## src/rtl/rf_ctrl_pkg.sv

```systemverilog
// Shared register-file controller types and default geometry.
// Imported by the write arbiter and anything else that talks to reg_file.
package rf_ctrl_pkg;

  localparam int RF_W     = 8;
  localparam int RF_AW    = 4;
  localparam int RF_DEPTH = 8;

  typedef enum logic {
    ARB   = 1'b0,
    CLEAR = 1'b1
  } rf_ctrl_state_t;

endpackage

```

## src/rtl/rr_arbiter.sv

```systemverilog
// Round-robin arbiter: combinational one-hot grant plus its own priority pointer.
// The search starts just after the last granted requester and wraps.
module rr_arbiter #(
  parameter int NREQ = 2
) (
  input  logic            clk,
  input  logic            rst_n,
  input  logic            en,
  input  logic [NREQ-1:0] req,
  output logic [NREQ-1:0] gnt
);

  localparam int PW = (NREQ > 2) ? 2 : 1;

  logic [PW-1:0] rr_ptr;
  logic [PW-1:0] ptr_nxt;

  // NOTE: every variable written here gets a default first, otherwise paths
  // that skip an assignment would infer a latch.
  always_comb begin
    int   idx;
    logic found;
    gnt     = '0;
    ptr_nxt = rr_ptr;
    found   = 1'b0;
    idx     = 0;
    if (en) begin
      for (int k = 1; k <= NREQ; k++) begin
        idx = (int'(rr_ptr) + k) % NREQ;
        if (!found && req[idx]) begin
          gnt[idx] = 1'b1;
          ptr_nxt  = PW'(idx);
          found    = 1'b1;
        end
      end
    end
  end

  // Reset pointer to the last requester so requester 0 wins first.
  always_ff @(posedge clk) begin
    if (!rst_n) rr_ptr <= PW'(NREQ - 1);
    else        rr_ptr <= ptr_nxt;
  end

endmodule

```

## src/rtl/reg_file_wr_arbiter.sv

```systemverilog
// Shares the reg_file write port between NREQ requesters (round-robin) and
// runs a zero-fill sequence over addresses 0..DEPTH-1 on clr_start.
module reg_file_wr_arbiter
  import rf_ctrl_pkg::*;
#(
  parameter int NREQ  = 2,
  parameter int W     = RF_W,
  parameter int AW    = RF_AW,
  parameter int DEPTH = RF_DEPTH
) (
  input  logic                     clk,
  input  logic                     rst_n,
  input  logic                     clr_start,
  output logic                     clr_busy,
  input  logic [NREQ-1:0]          req,
  input  logic [NREQ-1:0][AW-1:0]  req_addr,
  input  logic [NREQ-1:0][W-1:0]   req_data,
  output logic [NREQ-1:0]          gnt,
  output logic                     rf_wr_en,
  output logic [AW-1:0]            rf_addr,
  output logic [W-1:0]             rf_dat,
  output logic                     addr_err
);

  // One extra bit so DEPTH == 2**AW compares cleanly without wrap handling.
  localparam int CW = AW + 1;

  rf_ctrl_state_t  state, state_nxt;
  logic [CW-1:0]   clr_cnt;
  logic            arb_en;
  logic            granted;
  logic            addr_bad;
  logic            clr_last;
  logic [AW-1:0]   sel_addr;
  logic [W-1:0]    sel_data;

  // clr_start pre-empts arbitration in the same cycle; no grants in reset.
  assign arb_en   = rst_n && (state == ARB) && !clr_start;
  assign clr_last = (clr_cnt == CW'(DEPTH - 1));
  assign clr_busy = (state == CLEAR);
  assign granted  = |gnt;
  assign addr_bad = ({1'b0, sel_addr} >= CW'(DEPTH));

  rr_arbiter #(.NREQ(NREQ)) u_rr_arbiter (
    .clk   (clk),
    .rst_n (rst_n),
    .en    (arb_en),
    .req   (req),
    .gnt   (gnt)
  );

  always_comb begin
    sel_addr = '0;
    sel_data = '0;
    for (int i = 0; i < NREQ; i++) begin
      if (gnt[i]) begin
        sel_addr = req_addr[i];
        sel_data = req_data[i];
      end
    end
  end

  always_comb begin
    state_nxt = state;
    case (state)
      ARB:     if (clr_start) state_nxt = CLEAR;
      CLEAR:   if (clr_last)  state_nxt = ARB;
      default: state_nxt = ARB;
    endcase
  end

  // NOTE: sequential state uses non-blocking assignments so every register
  // samples the pre-edge values regardless of statement order.
  always_ff @(posedge clk) begin
    if (!rst_n) begin
      state    <= ARB;
      clr_cnt  <= '0;
      rf_wr_en <= 1'b0;
      rf_addr  <= '0;
      rf_dat   <= '0;
      addr_err <= 1'b0;
    end else begin
      state <= state_nxt;
      case (state)
        CLEAR: begin
          rf_wr_en <= 1'b1;
          rf_addr  <= clr_cnt[AW-1:0];
          rf_dat   <= '0;
          addr_err <= 1'b0;
          clr_cnt  <= clr_cnt + 1'b1;
        end
        default: begin
          if (clr_start) clr_cnt <= '0;
          if (granted) begin
            rf_wr_en <= !addr_bad;
            rf_addr  <= sel_addr;
            rf_dat   <= sel_data;
            addr_err <= addr_bad;
          end else begin
            rf_wr_en <= 1'b0;
            addr_err <= 1'b0;
          end
        end
      endcase
    end
  end

endmodule

```

## config.mk

```make
export PLATFORM = sky130hd
export DESIGN_NAME = reg_file_wr_arbiter
export DESIGN_NICKNAME = d
export VERILOG_FILES = /design/src/rtl/rf_ctrl_pkg.sv /design/src/rtl/rr_arbiter.sv /design/src/rtl/reg_file_wr_arbiter.sv
export SDC_FILE = /design/constraint.sdc
export NUM_CORES = 1
export LEC_CHECK = 0
export CORE_MARGIN = 4
export CORE_UTILIZATION = 40
export CTS_BUF_LIST = sky130_fd_sc_hd__clkbuf_16
export DETAILED_ROUTE_END_ITERATION = 6
export GPL_TIMING_DRIVEN = 0
export PLACE_DENSITY_LB_ADDON = 0.08
export SETUP_SLACK_MARGIN = 0.05
export SLEW_MARGIN = 30
export SYNTH_ARGS = -nofsm -noshare
export SYNTH_HDL_FRONTEND = slang
export SYNTH_SLANG_ARGS = --single-unit
```

## constraint.sdc

```tcl
create_clock -name clk -period 2.1 [get_ports clk]
set_input_delay 0.63 -clock clk [delete_from_list [all_inputs] [get_ports clk]]
set_output_delay 0.63 -clock clk [all_outputs]
set_load 0.01 [all_outputs]
```

* Word level (Yosys, flattened, before mapping) *
Cells that the tools add are included.

word-level totals
  register bits = 21
  input port bits = 29

cells by class
  add/subtract/negate cells = 3
  order comparisons = 5
  equal/unequal tests = 1
  mux-type cells = 31
  bitwise operators = 6
  reductions and logical operators = 15

operators by type and width
  operator                                              number
  two-way mux 1 bit                                     16
  two-way mux 4 bit                                     4
  two-way mux 8 bit                                     2
  two-way mux 5 bit                                     2
  two-way mux 2 bit                                     4
  < comparator 2 x 3 -> 1 bit (second input constant)   2
  nonzero test 2 bit                                    3
  adder 5 x 1 -> 5 bit (second input constant)          1
  equality test 5 x 3 -> 1 bit (second input constant)  1
  logical AND 1 bit                                     5
  >= comparator 2 x 1 -> 1 bit (second input constant)  2
  >= comparator 4 bit (second input constant)           1
  OR reduction 2 bit                                    2
  logical NOT 1 bit                                     3
  NOT 1 bit                                             3
  OR reduction 3 bit                                    1
  adder 1 bit (second input constant)                   2
  AND 1 bit (first input constant)                      2
  demux 1 bit (select 1 bit)                            2
  bitwise OR 2 bit                                      1
  one-hot mux 1 bit (2 select lines)                    1
  AND reduction 2 bit                                   1

* Longest topological paths before layout *
Gate-level depths: netlist of run 1.

  depth after elaboration = 17
  gate-level depth with buffers = 7
  mapped depth without buffers = 5

* Hierarchy *
From an unflattened synthesis of run 1, not the netlist that was laid out.

second synthesis, totals
  cells, all modules = 114
  area total of the unflattened synthesis = 1,063.5 um2

by module, submodules not included
  module               times used  cells an instance  area each (um2)  seq. area each (um2)
  reg_file_wr_arbiter  1           106                1,007.2          400.4
  rr_arbiter           1           8                  56.3             20.0

* Worst setup path before layout of run 1 *
Ideal clock, no wire load.

  kind = input-to-output
  from = input port clr_start
  to = output port gnt[0]
  data arrival time = 1,203 ps
  data required time = 1,470 ps
  setup slack = 267 ps
  cell stages on the path = 4
  path through = nor3b_4 -> nand3_4 -> clkinv_2 -> buf_6

on the way
  cells in the longest elaborated chain, start to end = 3

ends and longest elaborated chain
  item               RTL line                   RTL
  start, declared    reg_file_wr_arbiter.sv:13  input logic clr_start,
  logical NOT 1 bit  reg_file_wr_arbiter.sv:38  assign arb_en = rst_n && (state == ARB) && !clr_start;
  logical AND 1 bit  reg_file_wr_arbiter.sv:38
  two-way mux 2 bit  rr_arbiter.sv:27           if (en) begin
  end, declared      reg_file_wr_arbiter.sv:18  output logic [NREQ-1:0] gnt,

No other way between the ends.

* Worst setup path in the final report of run 1 *
  from = input port req[0]
  to = output port gnt[1]

on the way
  cells in the longest elaborated chain, start to end = 9
  elaborated cells between the ends (all ways) = 15
  classes of those cells = mux: 12; bitwise: 1; reduce/logical: 2

ends and longest elaborated chain
  item                                                   RTL line                   RTL
  start, declared                                        reg_file_wr_arbiter.sv:15  input logic [NREQ-1:0] req,
  two-way mux 1 bit (not written as such) (3 in series)  rr_arbiter.sv:30           if (!found && req[idx]) begin
  two-way mux 1 bit                                      rr_arbiter.sv:30
  two-way mux 1 bit                                      rr_arbiter.sv:27
  logical NOT 1 bit                                      rr_arbiter.sv:30
  logical AND 1 bit                                      rr_arbiter.sv:30
  two-way mux 2 bit *                                    rr_arbiter.sv:30
  two-way mux 2 bit *                                    rr_arbiter.sv:27

Mark *: on every way between the ends. The rest lies on a longest branch, timed or not. The select of a mux whose other input is x is not followed.

==> results of run 1 <==
[per-stage QoR]
step	setup TNS, ns	instance area [um^2]	power, uW	instances	util (%)
after floorplan	0	970	493	113	-
after global placement	-4.44	1460	590	186	64.5
after detailed placement	-4.82	1460	592	186	64.5
after CTS	0	1590	1000	197	70.7
after global routing	0	1600	1030	197	71.1
final	0	1600	992	197	71.1
[flip-flops by register name, indices dropped and copies added, names as in the netlist]
signal	cells
clr_cnt	5
rf_addr	4
rf_wr_en	1
clr_busy	1
addr_err	1
rf_dat	8
u_rr_arbiter.rr_ptr	1
[synth_stat cells (2+ instances only)]
library cell  count  share of area (%)
a21oi_1           7                3.6
a22oi_1           3                2.3
a311oi_1          8                7.2
a31oi_1           2                1.3
buf_2             2                1.0
dfxtp_1          21                 43
nand2_1          23                8.9
nand3_1           2                1.0
nor2_1           13                5.0
nor3_1            2                1.0
nor3b_1           3                2.3
o21ai_0           2                1.0
[logic make-up (layout without fill, tap and decap cells)]
family | after synthesis | count (layout) | share of synthesized area (%)
adder cells (fa/ha/maj) | 1 | 1 | 1.29
AND/OR/NAND/NOR | 50 | 50 | 25.8
XOR/XNOR | 1 | 1 | 0.903
multiplexers | 1 | 1 | 1.03
flip-flops | 21 | 21 | 43.4
buffers and inverters | 8 | 64 | 4.26
AO/OA/AOI/OAI | 31 | 31 | 23.4
[repair_timing]
action	4_1_cts	5_1_grt
endpoints found under the setup margin	10	2
hold buffers	0	0
buffers inserted	7	1
resized for setup	27	7
pin swaps	2	1
[layout make-up]
cell class | count | area (um^2)
fillers | 201 | 652
flip-flops and latches | 21 | 420
plain buffers | 3 | 20.0
multi-input cells | 84 | 518
well taps | 28 | 35.0
clock buffers | 3 | 75.1
repair buffers | 53 | 507
clock inverters | 1 | 5.00
inverters | 4 | 22.5
[worst min-delay path by stage]
stage / startpoint / endpoint / slack, ns / cells after the start
3_5_place_dp: rf_addr[0]$_SDFFE_PN0P_ / rf_addr[0]$_SDFFE_PN0P_ / 0.46 / 2
5_1_grt: rf_addr[0]$_SDFFE_PN0P_ / rf_addr[0]$_SDFFE_PN0P_ / 0.51 / 2
2_1_floorplan: u_rr_arbiter.rr_ptr$_SDFFE_PN1P_ / u_rr_arbiter.rr_ptr$_SDFFE_PN1P_ / 0.46 / 2
6_report: rf_addr[0]$_SDFFE_PN0P_ / rf_addr[0]$_SDFFE_PN0P_ / 0.47 / 2
4_1_cts: rf_addr[0]$_SDFFE_PN0P_ / rf_addr[0]$_SDFFE_PN0P_ / 0.48 / 2
3_3_place_gp: rf_addr[0]$_SDFFE_PN0P_ / rf_addr[0]$_SDFFE_PN0P_ / 0.47 / 2
[metal layers]
layer,track usage (%),up-vias
li1,-,528
met1,20.6,499
met2,33.4,34
met3,4.98,6
met4,6.29,0
met5,0,-
[critical path: cells and delay by family]
family | cells | cell delay [ns]
and+or+nand+nor | 2 | 0.23
buffers and inverters | 3 | 0.49
[power breakdown]
part | internal, uW | total (uW) | switching [uW]
sequential | 414 | 423 | 8.83
combinational | 99.5 | 172 | 72.9
clock | 255 | 397 | 141
==> qor.yml, run 1 <==
slowest_delay_ns: 0.33
wl_per_cell_um: 14.3
cts_max_level: 1
ir_worst_vdd_mv: 0.513
grtUsageTotal_pct: 18.4
synth-async-reset-ratio_pct: 0
drtAntennaViolNets: 0
worstPathRequired_ns: 1.47
synthesis.area_um2: 970
ys_ff_latch: 21
cts-root-buf: "clkbuf_16"
cts_buffers: 3
dieArea_um2: 3280
n_antenna_cell: 0
final_cell_mix: "clkdlybuf4s50_1, nand2_1, dfxtp_1, nor2_1, a311oi_1"
synth_cell_type_count: 37
highest_layer: "met4"
leakage_uw: 0.000594
crit_path_top_delay_cell: "dlygate4sd2_1"
path_max_fanout: 5
syn-mean-instance-area_um2: 8.58
yosysWarnings: 0
synth_ff_type: "dfxtp_1"
die_y_um: 57.2
met2_length_mm: 1.43
start_util_pct: 43.0
worstReg2RegStart: "clr_busy$_SDFF_PN0_"
drc: 0
crit_start: "req[0]"
wl_met3_um: 182
grt_max_degree: 13
path_clk_slew_ns: 0.05
regToRegSetupSlack_ns: 0.54
crit_path_cell_trace: "dlygate4sd2_1 > nand2_2 > nand3_4 > inv_4 > buf_2"
clock_path_buffers: 2
synth-edff-count: 0
ioPinCount: 46
drtIter0Drc: 27
area_growth_pct: 65.3
cts_tree: "done"
startpoint_type: "input port"
slew_viol_final: 0
arrival_ns: 1.36
fin_ws_ns: 0.115
rows: 17
seq_area_frac_synth_pct: 43.4
crit_type: "in2out"
fmax_mhz: 504
wl_mm: 2.81
tightest_slew_ns: 0.491
die_w_um: 57.2
rr_endpoint: "rf_dat[4]$_SDFFE_PP0N_"
reg2reg_depth: 7
num_vias: 1067
setup-violations-final: 0
hp-class: "reg2reg"
timing.hold.ws_ns: 0.475
dp_slack_ns: -1.01
layout-drive-gt1-share_pct: 15.4
drv_cap: 0
core_um2: 2250
first_pass_iters: 4
outcome: "finished, final reports clean"
hpwl_mm: 2.01
viasPerCell: 5.42
end_kind: "output port"
finalHoldViolCount: 0
cts_sinks: 21
min_period_over_period_pct: 94.5
port_buffers: 45
gp_congestion: 0.815
power.density_nw_per_um2: 619
wirelength_met1_mm: 1.16
skew_ns: 0.00313
grt-ovfl-total: 0
period_minus_slack_ns: 1.99
grt_pass1_vias: 1077
maxSlewHeadroom_pct: 67.3
antenna_found_initial: 0
grt_pass1_wl_mm: 4.80
rsz0062_at_grt: "false"
cp-endpoint: "gnt[1]"
layout.nets: 200
clkLatencyLatePin_ns: 0.25
final_common_cell: "clkdlybuf4s50_1"
syn_nets: 143
netlist_instances: 113
No activity file was read; power rests on OpenSTA's default activity.
==> run 2: changes to the inputs <==
- CELL_PAD_IN_SITES_DETAIL_PLACEMENT: default -> 0
- CELL_PAD_IN_SITES_GLOBAL_PLACEMENT: default -> 1
- CORE_UTILIZATION: 40 -> 28
==> run 2 against run 1 <==
Against the previous run:
- setup slack worse by 0.0039 ns
- die area grew 36%
- global-route usage decreased by 3.6 points
- critical path depth is the same
- via count barely moved
- total power is 1.9% higher
- cell area increased by 4.4%
- utilization is 21 points lower
- clock-buffer cell count stayed put
- sequential share of layout area down 1.0 points
- register-to-register slack worse by 0.14 ns
- first-iteration DRC count is 96% higher
- critical endpoint unchanged
- largest cell class unchanged
==> qor.yml, run 2 (synthesis results as in run 1) <==
slowest_delay_ns: 0.33  # about the same
layout.nets: 205  # was 200
setup-violations-final: 0  # unchanged
startpoint_type: "input port"  # unchanged
rsz0062_at_grt: "false"  # unchanged
grtUsageTotal_pct: 14.9  # was 18.4%
grt-ovfl-total: 0  # unchanged
top_usage_layer: "met2"  # unchanged
drc: 0  # unchanged
grt_use_met3_pct: 5.73  # was 4.98%
num_vias: 1066  # was 1,067
cts_tree: "done"  # unchanged
area_growth_pct: 72.6  # was 65.3%
grt_pass1_vias: 1028  # was 1,077
antenna_found_initial: 0  # unchanged
cts-root-buf: "clkbuf_16"  # unchanged
rr_endpoint: "rf_wr_en$_SDFF_PN0_"  # was rf_dat[4]$_SDFFE_PP0N_
nFillCells: 339  # was 201
worstPathRequired_ns: 1.47  # about the same
ioPinCount: 46  # unchanged
clkLatencyLatePin_ns: 0.25  # about the same
cts_max_level: 1  # unchanged
final_core_util_pct: 50.2  # was 71.1%
die_w_um: 66.9  # was 57.2 um
power.density_nw_per_um2: 604  # was 619 nW/um^2
tightest_slew_ns: 0.437  # was 0.491 ns
finalHoldViolCount: 0  # unchanged
period_minus_slack_ns: 1.99  # about the same
min_period_over_period_pct: 94.7  # was 94.5%
die_y_um: 66.9  # was 57.2 um
cts_sinks: 21  # unchanged
grt_max_degree: 13  # unchanged
slew_viol_final: 0  # unchanged
final_common_cell: "clkdlybuf4s50_1"  # unchanged
crit_path_top_delay_cell: "dlygate4sd2_1"  # unchanged
crit_family: "buffers and inverters"  # unchanged
grtUsageMet2_pct: 23.0  # was 33.4%
hold-path-endpoint: "rf_addr[0]$_SDFFE_PN0P_"  # unchanged
path_max_fanout: 5  # unchanged
start_util_pct: 29.1  # was 43.0%
cts-hold-fix-buffers: 0  # unchanged
crit_start: "req[0]"  # unchanged
crit_type: "in2out"  # unchanged
viasPerCell: 4.85  # was 5.42
dieArea_um2: 4470  # was 3280 um^2
path_clk_slew_ns: 0.06  # was 0.05 ns
gp_congestion: 0.732  # was 0.815
hold_depth: 2  # unchanged
skew_ns: 0.00226  # was 0.00313 ns
crit_path_cell_trace: "dlygate4sd2_1 > nand2_2 > nand3_4 > inv_4 > buf_2"  # unchanged
grt_use_met1_pct: 18.9  # was 20.6%
cts_buffers: 3  # unchanged
drtIter0Drc: 53  # was 27
ir_worst_vdd_mv: 0.515  # was 0.513 mV
final_cell_mix: "clkdlybuf4s50_1, nand2_1, dfxtp_1, nor2_1, buf_4"  # was clkdlybuf4s50_1, nand2_1, dfxtp_1, nor2_1, a311oi_1
drtAntennaViolNets: 0  # unchanged
drv_cap: 0  # unchanged
port_buffers: 45  # unchanged
rows: 21  # was 17
reg2reg_depth: 9  # was 7
hp-class: "reg2reg"  # unchanged
regMostFlops: "rf_dat"  # unchanged
clock_path_buffers: 2  # unchanged
leakage_uw: 0.000620  # was 0.000594 uW
largest_reg_flops: 8  # unchanged
n_antenna_cell: 0  # unchanged
path_buf_inv: 3  # unchanged
fmax_mhz: 503  # was 504 MHz
fin_cells: 220  # was 197
dp.cells: 204  # was 186
layout-drive-gt1-share_pct: 18.4  # was 15.4%
grt_pass1_wl_mm: 4.95  # was 4.80 mm
end_kind: "output port"  # unchanged
reg_top3: "rf_dat x8, clr_cnt x5, rf_addr x4"  # unchanged
wl_per_cell_um: 14.5  # was 14.3 um
worstReg2RegStart: "clr_busy$_SDFF_PN0_"  # unchanged
core_um2: 3340  # was 2250 um^2
regToRegSetupSlack_ns: 0.40  # was 0.54 ns
min-delay-start: "rf_addr[0]$_SDFFE_PN0P_"  # unchanged
wl_mm: 3.19  # was 2.81 mm
cp_num_cells: 5  # unchanged
outcome: "finished, final reports clean"  # unchanged
hpwl_mm: 2.15  # was 2.01 mm
first_pass_iters: 4  # unchanged
maxSlewHeadroom_pct: 70.9  # was 67.3%
arrival_ns: 1.36  # about the same
-- run 2: final cells by class --
class	count	area (um^2)	share of cell area, %
repair buffers	58	554	33.1
multi-input cells	84	518	30.9
flip-flops and latches	21	422	25.2
clock buffers	3	75.1	4.48
well taps	46	57.6	3.44
inverters	4	22.5	1.35
plain buffers	3	20.0	1.20
clock inverters	1	5.00	0.299
-- run 2: repair_timing --
action | in CTS | in global routing
gates resized for setup | 31 | 5
setup buffers | 10 | 3
endpoints found under the setup margin | 12 | 1
pin swaps | 1 | 1
-- run 2: worst max path at each step --
stage | end | slack [ns]
floorplan | gnt[0] | 0.27
global placement | gnt[0] | -1.06
detailed placement | gnt[0] | -1.05
CTS | gnt[0] | 0.06
global route | gnt[1] | 0.06
finish | gnt[1] | 0.11
-- run 2: per-stage QoR --
stage	setup TNS [ns]	worst slack [ns]	instance area, um^2	hold WS [ns]	total power [uW]
5_1_grt	0	0.0638	1670	0.501	1060
3_5_place_dp	-5.42	-1.05	1480	0.465	594
3_3_place_gp	-5.41	-1.06	1480	0.467	593
2_1_floorplan	0	0.267	970	0.462	493
4_1_cts	0	0.0558	1650	0.473	1020
6_report	0	0.111	1670	0.469	1010
-- run 2: layer usage --
metal,part of all wire [%],vias to the layer above
li1,-,531
met1,47,503
met2,45,30
met3,8.0,2
met4,0.72,0
met5,0,-
-- run 2: report_power, final --
group / total, uW / internal [uW] / leakage, uW / switching (uW)
Sequential: 424 / 414 / 0.000171 / 9.35
Clock: 404 / 256 / 0.0000409 / 149
Combinational: 183 / 107 / 0.000408 / 76.2
Total: 1010 / 777 / 0.000620 / 234
-- run 2: worst register-to-register path, cell delays in order, from the launching register on --
cell	delay, ns
dfxtp_2	0.32
buf_6	0.12
nor3b_4	0.19
buf_4	0.14
nand3_4	0.09
buf_4	0.15
buf_4	0.12
buf_4	0.16
o22a_1	0.20
a21oi_1	0.14
